### src/rtl/easy_fifo_pkg.sv
// Shared types for the FIFO write-side arbiter.
package easy_fifo_pkg;

  // Arbiter FSM: waiting for a requester, or a requester owns the FIFO write port.
  typedef enum logic [0:0] {
    IDLE  = 1'b0,
    GRANT = 1'b1
  } arb_state_e;

  // Widest requester index supported (NUM_REQ <= 16).
  localparam int unsigned MAX_NUM_REQ = 16;

endpackage

### src/rtl/rr_pick.sv
// Combinational round-robin picker: the search starts just after i_last_grant and wraps,
// so i_last_grant itself has the lowest priority.
module rr_pick #(
  parameter int unsigned NUM_REQ = 4,
  parameter int unsigned IDX_W   = $clog2(NUM_REQ)
) (
  input  logic [NUM_REQ-1:0] i_req,
  input  logic [IDX_W-1:0]   i_last_grant,
  output logic [IDX_W-1:0]   o_winner,
  output logic               o_any_valid
);

  logic [IDX_W-1:0] w_idx;

  // First set request bit in rotated order wins.
  always_comb begin
    o_winner    = i_last_grant;
    o_any_valid = 1'b0;
    w_idx       = '0;
    for (int unsigned k = 1; k <= NUM_REQ; k++) begin
      w_idx = IDX_W'((32'(i_last_grant) + k) % NUM_REQ);
      if (!o_any_valid && i_req[w_idx]) begin
        o_winner    = w_idx;
        o_any_valid = 1'b1;
      end
    end
  end

endmodule

### src/rtl/fifo_wr_arbiter.sv
// Round-robin arbiter that lets NUM_REQ requesters take turns writing bursts of up to
// MAX_BURST beats into a shared sync FIFO write port.
module fifo_wr_arbiter
  import easy_fifo_pkg::*;
#(
  parameter int unsigned NUM_REQ   = 4,
  parameter int unsigned DWIDTH    = 32,
  parameter int unsigned MAX_BURST = 4
) (
  input  logic                        clk,
  input  logic                        rst,
  input  logic [NUM_REQ*DWIDTH-1:0]   req_data,
  input  logic [NUM_REQ-1:0]          req_valid,
  output logic [NUM_REQ-1:0]          req_ready,
  output logic [DWIDTH-1:0]           fifo_wr_data,
  output logic                        fifo_wr_en,
  input  logic                        fifo_wr_full,
  output logic                        grant_active,
  output logic [$clog2(NUM_REQ)-1:0]  grant_id
);

  localparam int unsigned IDX_W = $clog2(NUM_REQ);
  localparam int unsigned CNT_W = $clog2(MAX_BURST + 1);
  localparam logic [CNT_W-1:0] LAST_BEAT = CNT_W'(MAX_BURST - 1);
  localparam logic [IDX_W-1:0] RST_ID    = IDX_W'(NUM_REQ - 1);

  if (NUM_REQ < 2 || NUM_REQ > MAX_NUM_REQ) begin : g_bad_num_req
    $error("fifo_wr_arbiter: NUM_REQ must be in 2..16");
  end
  if (MAX_BURST < 1 || MAX_BURST > 256) begin : g_bad_max_burst
    $error("fifo_wr_arbiter: MAX_BURST must be in 1..256");
  end

  arb_state_e       r_state, w_state_nxt;
  logic [IDX_W-1:0] r_grant_id, w_grant_id_nxt;
  logic [IDX_W-1:0] r_last_grant, w_last_grant_nxt;
  logic [CNT_W-1:0] r_beat_cnt, w_beat_cnt_nxt;
  logic [IDX_W-1:0] w_pick_last;
  logic [IDX_W-1:0] w_winner;
  logic             w_any_valid;
  logic             w_in_grant;
  logic             w_gnt_valid;
  logic             w_accept;
  logic             w_release;

  assign w_in_grant  = (r_state == GRANT);
  assign w_gnt_valid = req_valid[r_grant_id];
  // A beat moves only when the grantee offers data and the FIFO has room.
  assign w_accept    = w_in_grant & w_gnt_valid & ~fifo_wr_full;
  // Release on the last beat of a burst, or as soon as the grantee stops offering data.
  assign w_release   = w_in_grant & (~w_gnt_valid | (w_accept & (r_beat_cnt == LAST_BEAT)));

  // While granted, re-arbitration treats the current grantee as last_grant, so it only
  // wins again when nobody else is requesting.
  assign w_pick_last = w_in_grant ? r_grant_id : r_last_grant;

  rr_pick #(
    .NUM_REQ (NUM_REQ),
    .IDX_W   (IDX_W)
  ) u_rr_pick (
    .i_req        (req_valid),
    .i_last_grant (w_pick_last),
    .o_winner     (w_winner),
    .o_any_valid  (w_any_valid)
  );

  // Next-state: arbitrate from IDLE, count beats, hand over with no bubble on release.
  always_comb begin
    w_state_nxt      = r_state;
    w_grant_id_nxt   = r_grant_id;
    w_last_grant_nxt = r_last_grant;
    w_beat_cnt_nxt   = r_beat_cnt;
    case (r_state)
      IDLE: begin
        if (w_any_valid) begin
          w_state_nxt    = GRANT;
          w_grant_id_nxt = w_winner;
          w_beat_cnt_nxt = '0;
        end
      end
      GRANT: begin
        if (w_release) begin
          w_last_grant_nxt = r_grant_id;
          if (w_any_valid) begin
            w_grant_id_nxt = w_winner;
            w_beat_cnt_nxt = '0;
          end else begin
            w_state_nxt = IDLE;
          end
        end else if (w_accept) begin
          w_beat_cnt_nxt = r_beat_cnt + 1'b1;
        end
      end
      default: w_state_nxt = IDLE;
    endcase
  end

  // State registers; reset leaves requester 0 with first priority.
  always_ff @(posedge clk or posedge rst) begin
    if (rst) begin
      r_state      <= IDLE;
      r_grant_id   <= RST_ID;
      r_last_grant <= RST_ID;
      r_beat_cnt   <= '0;
    end else begin
      r_state      <= w_state_nxt;
      r_grant_id   <= w_grant_id_nxt;
      r_last_grant <= w_last_grant_nxt;
      r_beat_cnt   <= w_beat_cnt_nxt;
    end
  end

  // Only the grantee sees ready, and only while the FIFO has room.
  always_comb begin
    req_ready = '0;
    if (w_in_grant && !fifo_wr_full) begin
      req_ready[r_grant_id] = 1'b1;
    end
  end

  assign fifo_wr_en   = w_accept;
  assign fifo_wr_data = req_data[32'(r_grant_id) * DWIDTH +: DWIDTH];
  assign grant_active = w_in_grant;
  assign grant_id     = r_grant_id;

endmodule

### config.mk
export PLATFORM = sky130hd
export DESIGN_NAME = fifo_wr_arbiter
export DESIGN_NICKNAME = d
export VERILOG_FILES = /design/src/rtl/easy_fifo_pkg.sv /design/src/rtl/rr_pick.sv /design/src/rtl/fifo_wr_arbiter.sv
export SDC_FILE = /design/constraint.sdc
export NUM_CORES = 1
export LEC_CHECK = 0
export ABC_AREA = 1
export CAP_MARGIN = 20
export CORE_UTILIZATION = 29
export DETAILED_ROUTE_END_ITERATION = 12
export HOLD_SLACK_MARGIN = 0.06
export PLACE_DENSITY = 0.83
export SYNTH_ARGS = -nofsm -noshare
export SYNTH_HDL_FRONTEND = slang
export SYNTH_HIERARCHICAL = 1
export SYNTH_SLANG_ARGS = --single-unit
### constraint.sdc
create_clock -name clk -period 3.1 [get_ports clk]
set_input_delay 0.62 -clock clk [delete_from_list [all_inputs] [get_ports clk]]
set_output_delay 0.62 -clock clk [all_outputs]
set_load 0.03 [all_outputs]
After elaboration in Yosys (flattened, before gate mapping):

Cells that the tools add are included.

* register bits after elaboration: 8
* input bits: 135

* add/subtract/negate cells: 5
* $lt $le $gt $ge: 6
* eq/ne operators: 3
* shift-type cells: 1
* mux-type cells: 32
* bitwise operators: 8
* reduce and logical (&&, ||, !) cells: 10

Operators by type and width (count)
* $shiftx A128 B8 Y32: 1
* $lt A2 B3 Y1 const B: 5
* $mux W2: 7
* $mux W1: 12
* $bmux W1 S2: 5
* $mux W3: 3
* $pmux W3 S2: 1
* $logic_and A1 B1 Y1: 5
* $add A2 B1 Y2 const B: 2
* $add A2 B2 Y2 const B: 2
* $and A1 B1 Y1: 4
* $logic_not A1 Y1: 4
* $mux W4: 1
* $pmux W2 S2: 1
* $add A3 B1 Y3 const B: 1
* $eq A3 B2 Y1 const B: 1
* $ne A3 B1 Y1 const B: 1
* $not A1 Y1: 3
* $demux W1 S2: 1
* $ge A2 B1 Y1 const B: 1
* $ne A2 B1 Y1 const B: 1
* $pmux W1 S2: 1
* $reduce_and A2 Y1: 1
* $or A1 B1 Y1: 1

Logic depth before layout (Yosys ltp):

Gate-level depths: netlist of the first run.

* depth after elaboration: 17
* depth in mapped cells: 16

Hierarchy:

The synthesis of the first run kept the hierarchy.

By module, submodules not included
* fifo_wr_arbiter: instances 1, cells an instance 223, area each 1366.3 µm², seq. area each 205.2 µm²
* rr_pick: instances 1, cells an instance 46, area each 231.5 µm², seq. area each 0.0 µm²

Worst setup path after synthesis of the first run:

Ideal clock, no wire load.

* kind: register to output
* start point: register r_grant_id[0] (netlist: grant_id[0])
* end point: output req_ready[1]
* arrival time: 1.774 ns
* slack: 0.706 ns
* cell stages (with the launch flop): 5
* cells stage by stage: dfstp_2 -> inv_2 -> buf_2 -> buf_1 -> nor3_1

* word-level cells in the longest chain between the ends: 5
* elaborated cells on any way between the ends: 6
* those cells by class: order compare: 2; mux: 3; reduce/logical: 1

RTL lines
* start, declared: RTL line fifo_wr_arbiter.sv:35 `logic [IDX_W-1:0] r_grant_id, w_grant_id_nxt;`
* start signal, assigned: RTL line fifo_wr_arbiter.sv:107 `r_grant_id <= w_grant_id_nxt;`
* $lt A2 B3 Y1 (not written as such) or $ge A2 B1 Y1 (tied branches): RTL line fifo_wr_arbiter.sv:117 `req_ready[r_grant_id] = 1'b1;`
* $logic_and A1 B1 Y1 (not written as such): RTL line fifo_wr_arbiter.sv:117
* $mux W1 (not written as such): RTL line fifo_wr_arbiter.sv:117
* $demux W1 S2 *: RTL line fifo_wr_arbiter.sv:117
* $mux W4 *: RTL line fifo_wr_arbiter.sv:116 `if (w_in_grant && !fifo_wr_full) begin`
* end, declared: RTL line fifo_wr_arbiter.sv:14 `output logic [NUM_REQ-1:0] req_ready,`

Every way passes the cells marked *; elsewhere a longest branch is shown, timed or not.

Worst setup path after layout of the first run:

* start point: register r_grant_id[0] (netlist: grant_id[0])
* end point: output fifo_wr_data[15]

* word-level cells in the longest chain between the ends: 1

RTL lines
* $shiftx A128 B8 Y32: RTL line fifo_wr_arbiter.sv:122 `assign fifo_wr_data = req_data[32'(r_grant_id) * DWIDTH +: DWIDTH];`
* end, declared: RTL line fifo_wr_arbiter.sv:15 `output logic [DWIDTH-1:0] fifo_wr_data,`

Every way passes these cells.

==> flow_summary.toml, run 1 <==
[run_status]
status = "finished clean"

[sta]
drv_slew = 0
rsz0062_at_grt = "false"
slew_headroom_pct = 58.4
fmax_mhz = 356
fin_skew_ns = 0.00709
finalCritPeriodShare_pct = 90.5
tightestPinTransition_ns = 0.623
finalHoldViolCount = 0
tns_ns = 0
setup_violations = 0
finalWorstPathRequiredPeriod_ns = 2.81

[worst_setup_path]
cp_max_fo = 19
r2r_setup_slack_ns = 0.62
worstSetupPathType = "reg -> out"
required_ns = 2.48
r2r_end = "r_beat_cnt[1]"
ff2ff_path_depth = 16
start_kind = "register"
cp.arrival_ns = 2.19
cp-end-kind = "output port"
timing.rr.start = "grant_id[0]"

[power_and_ir_drop]
p_leak_nw = 1.44
cellPowerDensity_nw_per_um2 = 977
ir_worst_vdd_uv = 654

[floorplanning]
coreArea_um2 = 5200
dieArea_um2 = 5810
io_pins = 175
start_util_pct = 30.7
num_rows = 26
die_h_um = 76.2
die_x_um = 76.2

[synthesis]
synth_top_family_by_area = "simple AND/OR/NAND/NOR gates"
syn-num-nets = 406
yosys.area.top_type = "nand3_1"
muxShareOfSynthArea_pct = 0
ys_types = 26
synth-seq-cells = 8
synth_compound_area_share_pct = 19.0
ys.flop_type = "dfstp_2"
synthArstFlopShare_pct = 100
seq_area_frac_synth_pct = 12.8
synth_commonest_cells = "106 x nand3_1, 51 x nand2_1, 32 x a22oi_1"
netlist.area_leader.share_pct = 33.2
synthAdderAreaFrac_pct = 1.57
synth.most_common_cell = "nand3_1"
syn-instance-count = 269
avgSynthCellArea_um2 = 5.94
synth-edff-count = 0
synthSimpleGateAreaFrac_pct = 54.4
synth_xor_xnor_area_share_pct = 0.548
ys_warn_count = 6
yosys-top-cells-area = "nand3_1 33%, a22oi_1 15%, nand2_1 12%"
syn_area_um2 = 1600

[detailed_routing]
antenna_left = 0
wl_met3_um = 505
first_pass_iters = 4
drc = 0
drtIter0Drc = 97
num_vias = 2578
highest_layer = "met4"
wl_per_cell_um = 14.2
viasPerCell = 5.14
wirelength_um = 7140
wl_met1_um = 2880
met2WireLength_um = 3580

[placed_design]
dp_cells = 498
dp_hpwl_um = 5740
port-buffer-count = 174
dpl-instance-area_um2 = 3280
gp_congestion = 0.934

[cts]
cts.sinks = 8
cts_resized = 0
cts_tree = "built"
hold_buffers = 0
clk_pin_slew_ns = 0.05
htreeDepth = 1
ctsRootBufferMaster = "clkbuf_8"
postCtsSetupBuffers = 0
numCtsBuffers = 3
clk_path_buf_depth = 2
clk-insertion-delay-late_ns = 0.23

[worst_hold_path]
hold_end = "r_beat_cnt[2]"
hp-start = "r_beat_cnt[2]"
hold_path_class = "reg -> reg"
whs_path_depth = 2

[grt]
antenna_found_initial = 0
gr-total-overflow = 0
grt_pass1_wl_um = 11700
globalRouteTotalUtil_pct = 24.2
grt_max_degree = 39
grt_pass1_vias = 2436

[finish]
final_nets = 570
final_util_pct = 63.8
fillers = 469
area_delta_synth_final_pct = 108
n_antenna_cell = 0
final_cell_area_um2 = 3320
drive_gt1_share_pct = 16.2
finalNonFillerCells = 502

[run]
maxCapViolCount = 0
## final cells by class
type	count	area (um^2)	share of cell area (%)
timing repair buffer	182	1720	51.8
inverter	14	55.1	1.66
clock buffer	4	45.0	1.36
sequential	8	205	6.18
tap	70	87.6	2.64
multi-input combinational	224	1210	36.4
## layout by cell type (no fill, tap or decap), types with 3 or more instances in the layout
cell / n
nand2_2: 7
a22oi_1: 32
buf_4: 41
inv_2: 5
clkbuf_8: 3
dfrtp_1: 4
clkdlybuf4s50_1: 141
o21ai_0: 4
inv_1: 8
nor3_1: 4
dfstp_2: 4
nand2_1: 51
nor2_2: 3
nand2_4: 3
nand3_1: 106
a21oi_1: 3
## critical path, cell delays in order (launching register included)
cell and delay [ns]:
dfstp_2 0.55, inv_2 0.15, nor2_2 0.53, buf_4 0.36, a22oi_1 0.13, nand3_1 0.09
buf_4 0.16
## registers in the layout (all words and copies together) (netlist names)
| signal | count |
|---|---|
| grant_active | 1 |
| grant_id | 2 |
| r_beat_cnt | 3 |
| r_last_grant | 2 |
## power breakdown
group / switching [mW] / internal, mW
clock: 0.0433 / 0.0893
sequential: 0.0498 / 0.173
combinational: 1.82 / 1.07
total: 1.91 / 1.33
## routing by layer
layer	up-vias	track usage [%]
met5	-	0
met3	18	3.83
met4	0	6.92
li1	1295	-
met2	113	43.8
met1	1152	29.2
## kinds of logic (layout without fill, tap and decap cells)
group | after synthesis | count (layout)
xor+xnor | 1 | 1
simple gates | 178 | 178
compound gates | 43 | 43
flops | 8 | 8
fa+ha+maj | 2 | 2
buf+inv | 37 | 200
## worst max path at each step
stage	startpoint	end	slack [ns]	cells past startpoint
2_1_floorplan	grant_id[0]	req_ready[1]	0.71	4
3_3_place_gp	fifo_wr_full	req_ready[1]	0.40	5
3_5_place_dp	fifo_wr_full	req_ready[2]	0.34	5
4_1_cts	grant_id[0]	fifo_wr_data[15]	0.29	6
5_1_grt	grant_id[0]	fifo_wr_data[15]	0.17	6
6_report	grant_id[0]	fifo_wr_data[15]	0.29	6
## stage by stage
step | power [mW] | worst slack [ns] | hold WS [ns]
global route | 3.50 | 0.166 | 0.485
finish | 3.24 | 0.295 | 0.469
CTS | 3.26 | 0.292 | 0.473
detailed placement | 3.12 | 0.339 | 0.462
global placement | 3.08 | 0.398 | 0.455
floorplan | 2.20 | 0.706 | 0.433
Power figures use the tool's default switching activity.
==> run 2, diff against run 1 <==
--- a/config.mk
+++ b/config.mk
@@ -11,6 +11,7 @@
 export DETAILED_ROUTE_END_ITERATION = 12
 export HOLD_SLACK_MARGIN = 0.06
 export PLACE_DENSITY = 0.83
+export SLEW_MARGIN = 20
 export SYNTH_ARGS = -nofsm -noshare
 export SYNTH_HDL_FRONTEND = slang
 export SYNTH_HIERARCHICAL = 1
==> results of run 2 <==
No change in the layout: final DEF, timing and power equal those of run 1.
==> run 3, diff against run 2 <==
--- a/config.mk
+++ b/config.mk
@@ -7,10 +7,12 @@
 export LEC_CHECK = 0
 export ABC_AREA = 1
 export CAP_MARGIN = 20
-export CORE_UTILIZATION = 29
+export CELL_PAD_IN_SITES_DETAIL_PLACEMENT = 0
+export CELL_PAD_IN_SITES_GLOBAL_PLACEMENT = 1
+export CORE_UTILIZATION = 17
 export DETAILED_ROUTE_END_ITERATION = 12
 export HOLD_SLACK_MARGIN = 0.06
-export PLACE_DENSITY = 0.83
+export PLACE_DENSITY_LB_ADDON = 0.1
 export SLEW_MARGIN = 20
 export SYNTH_ARGS = -nofsm -noshare
 export SYNTH_HDL_FRONTEND = slang
==> run 3 against run 2 <==
Clock-buffer cell count did not move. Core utilization shrank 27 points. Clock power is essentially flat. Wire length up 20%. Global-route usage shrank 7.7 points. Combinational power rose by 3%. Cell area up 1.4%. Sequential power down 10%. Critical path depth shrank 1. Cell count increased by 8.2%. Worst hold slack better by 0.0046 ns. Via count down 0.66%. Critical endpoint is now req_ready[2].
==> flow_summary.toml, run 3 (synthesis gave the netlist of run 1 again) <==
[placed_design]
port-buffer-count = 174
gp_congestion = 0.854
dp_hpwl_um = 6500

[cts]
cts.sinks = 8
clk_pin_slew_ns = 0.04
cts_resized = 0
cts_tree = "built"
clk-insertion-delay-late_ns = 0.23
hold_buffers = 0
htreeDepth = 1
numCtsBuffers = 3
postCtsSetupBuffers = 0
clk_path_buf_depth = 2
ctsRootBufferMaster = "clkbuf_8"

[sta]
whs_ns = 0.473
finalCritPeriodShare_pct = 88.7
finalHoldViolCount = 0
fin_skew_ns = 0.00133
setup_violations = 0
drv_slew = 0
rsz0062_at_grt = "false"
finalWorstPathRequiredPeriod_ns = 2.75
slew_headroom_pct = 37.4
tns_ns = 0
fmax_mhz = 364
tightestPinTransition_ns = 0.938

[power_and_ir_drop]
p_int_mw = 1.33
power.switching_mw = 1.97
p_comb_share_pct = 89.9
swShare_pct = 59.6
seq_power_share_pct = 6.0
p_leak_nw = 1.44
p_total_mw = 3.30
pwr-share-clk_pct = 4.0
ir_worst_vdd_uv = 512
cellPowerDensity_nw_per_um2 = 979

[grt]
grt_pass1_vias = 2347
grt_max_degree = 58
grt_pass1_wl_um = 12900
antenna_found_initial = 0
globalRouteTotalUtil_pct = 16.5
gr-total-overflow = 0

[detailed_routing]
drtIter0Drc = 76
drc = 0
first_pass_iters = 4
num_vias = 2561
viasPerCell = 4.72
antenna_left = 0
wirelength_um = 8570
wl_per_cell_um = 15.8

[run_status]
status = "finished clean"

[floorplanning]
coreArea_um2 = 9150
dieArea_um2 = 9790
num_rows = 35
start_util_pct = 17.5
die_h_um = 98.9
die_x_um = 98.9
io_pins = 175

[worst_setup_path]
cp-end-kind = "output port"
cp.arrival_ns = 2.13
timing.rr.start = "grant_id[1]"
start_kind = "input port"
cp_max_fo = 5
worstSetupPathType = "in -> out"
r2r_setup_slack_ns = 0.77
required_ns = 2.48
ff2ff_path_depth = 16
r2r_end = "r_beat_cnt[1]"

[finish]
drive_gt1_share_pct = 16.7
layout_common_cells = "139 x clkdlybuf4s50_1, 106 x nand3_1, 51 x nand2_1"
final_nets = 570
largest-register = "r_beat_cnt"
final_common_cell = "clkdlybuf4s50_1"
n_antenna_cell = 0
area_delta_synth_final_pct = 111
largest_reg_flops = 3

[worst_hold_path]
hold_path_class = "reg -> reg"
hold_end = "r_last_grant[0]"
hp-start = "r_last_grant[0]"
whs_path_depth = 2

[run]
maxCapViolCount = 0
run 3: cell types whose count changed in the layout (fill, tap and decap cells not counted):
cell / delta
buf_4: +2
clkdlybuf4s50_1: -2
run 3: worst max path at each step:
stage                            start         endpoint  slack [ns]  depth (start not counted)
after floorplan            grant_id[0]     req_ready[1]        0.71                          4
after global placement    fifo_wr_full     req_ready[2]        0.34                          5
after detailed placement  fifo_wr_full     req_ready[2]        0.35                          5
after CTS                 fifo_wr_full     req_ready[2]        0.33                          5
after global routing       grant_id[0]  fifo_wr_data[3]        0.25                          5
final                     fifo_wr_full     req_ready[2]        0.35                          5
run 3: power groups by stage:
| stage | registers [mW] | clock network [mW] | logic, mW |
|---|---|---|---|
| finish | 0.199 | 0.132 | 2.97 |
| global route | 0.206 | 0.142 | 3.23 |
| CTS | 0.199 | 0.133 | 3.01 |
| detailed placement | 0.200 | 0 | 3.00 |
| global placement | 0.201 | 0 | 3.02 |
| floorplan | 0.228 | 0 | 1.98 |
run 3: layout make-up:
cell class / count / area (um^2)
Timing Repair Buffer: 182 / 1710
Clock buffer: 4 / 45.0
Sequential cell: 8 / 205
Tap cell: 111 / 139
Multi-Input combinational cell: 224 / 1210
Inverter: 14 / 55.1
Fill cell: 967 / 5790
run 3: metal layers:
layer	share of wire [%]	routed length [um]	global-route usage (%)
met2	50	4280	29.8
met1	40	3460	20.2
met3	8.8	753	3.83
met4	0.84	72	2.64
met5	0	0	0
run 3: critical path, cell delays in order:
cell and delay (ns):
clkdlybuf4s50_1 0.43, nor2_2 0.15, inv_2 0.08, nor3_1 0.14, clkdlybuf4s50_1 0.70
run 3: through the flow:
step,util [%],area [um^2],instances,setup WS (ns)
floorplan,-,1600,269,0.706
global placement,36.3,3320,539,0.337
detailed placement,36.3,3320,539,0.349
CTS,36.8,3370,543,0.335
global route,36.8,3370,543,0.254
finish,36.8,3370,543,0.352
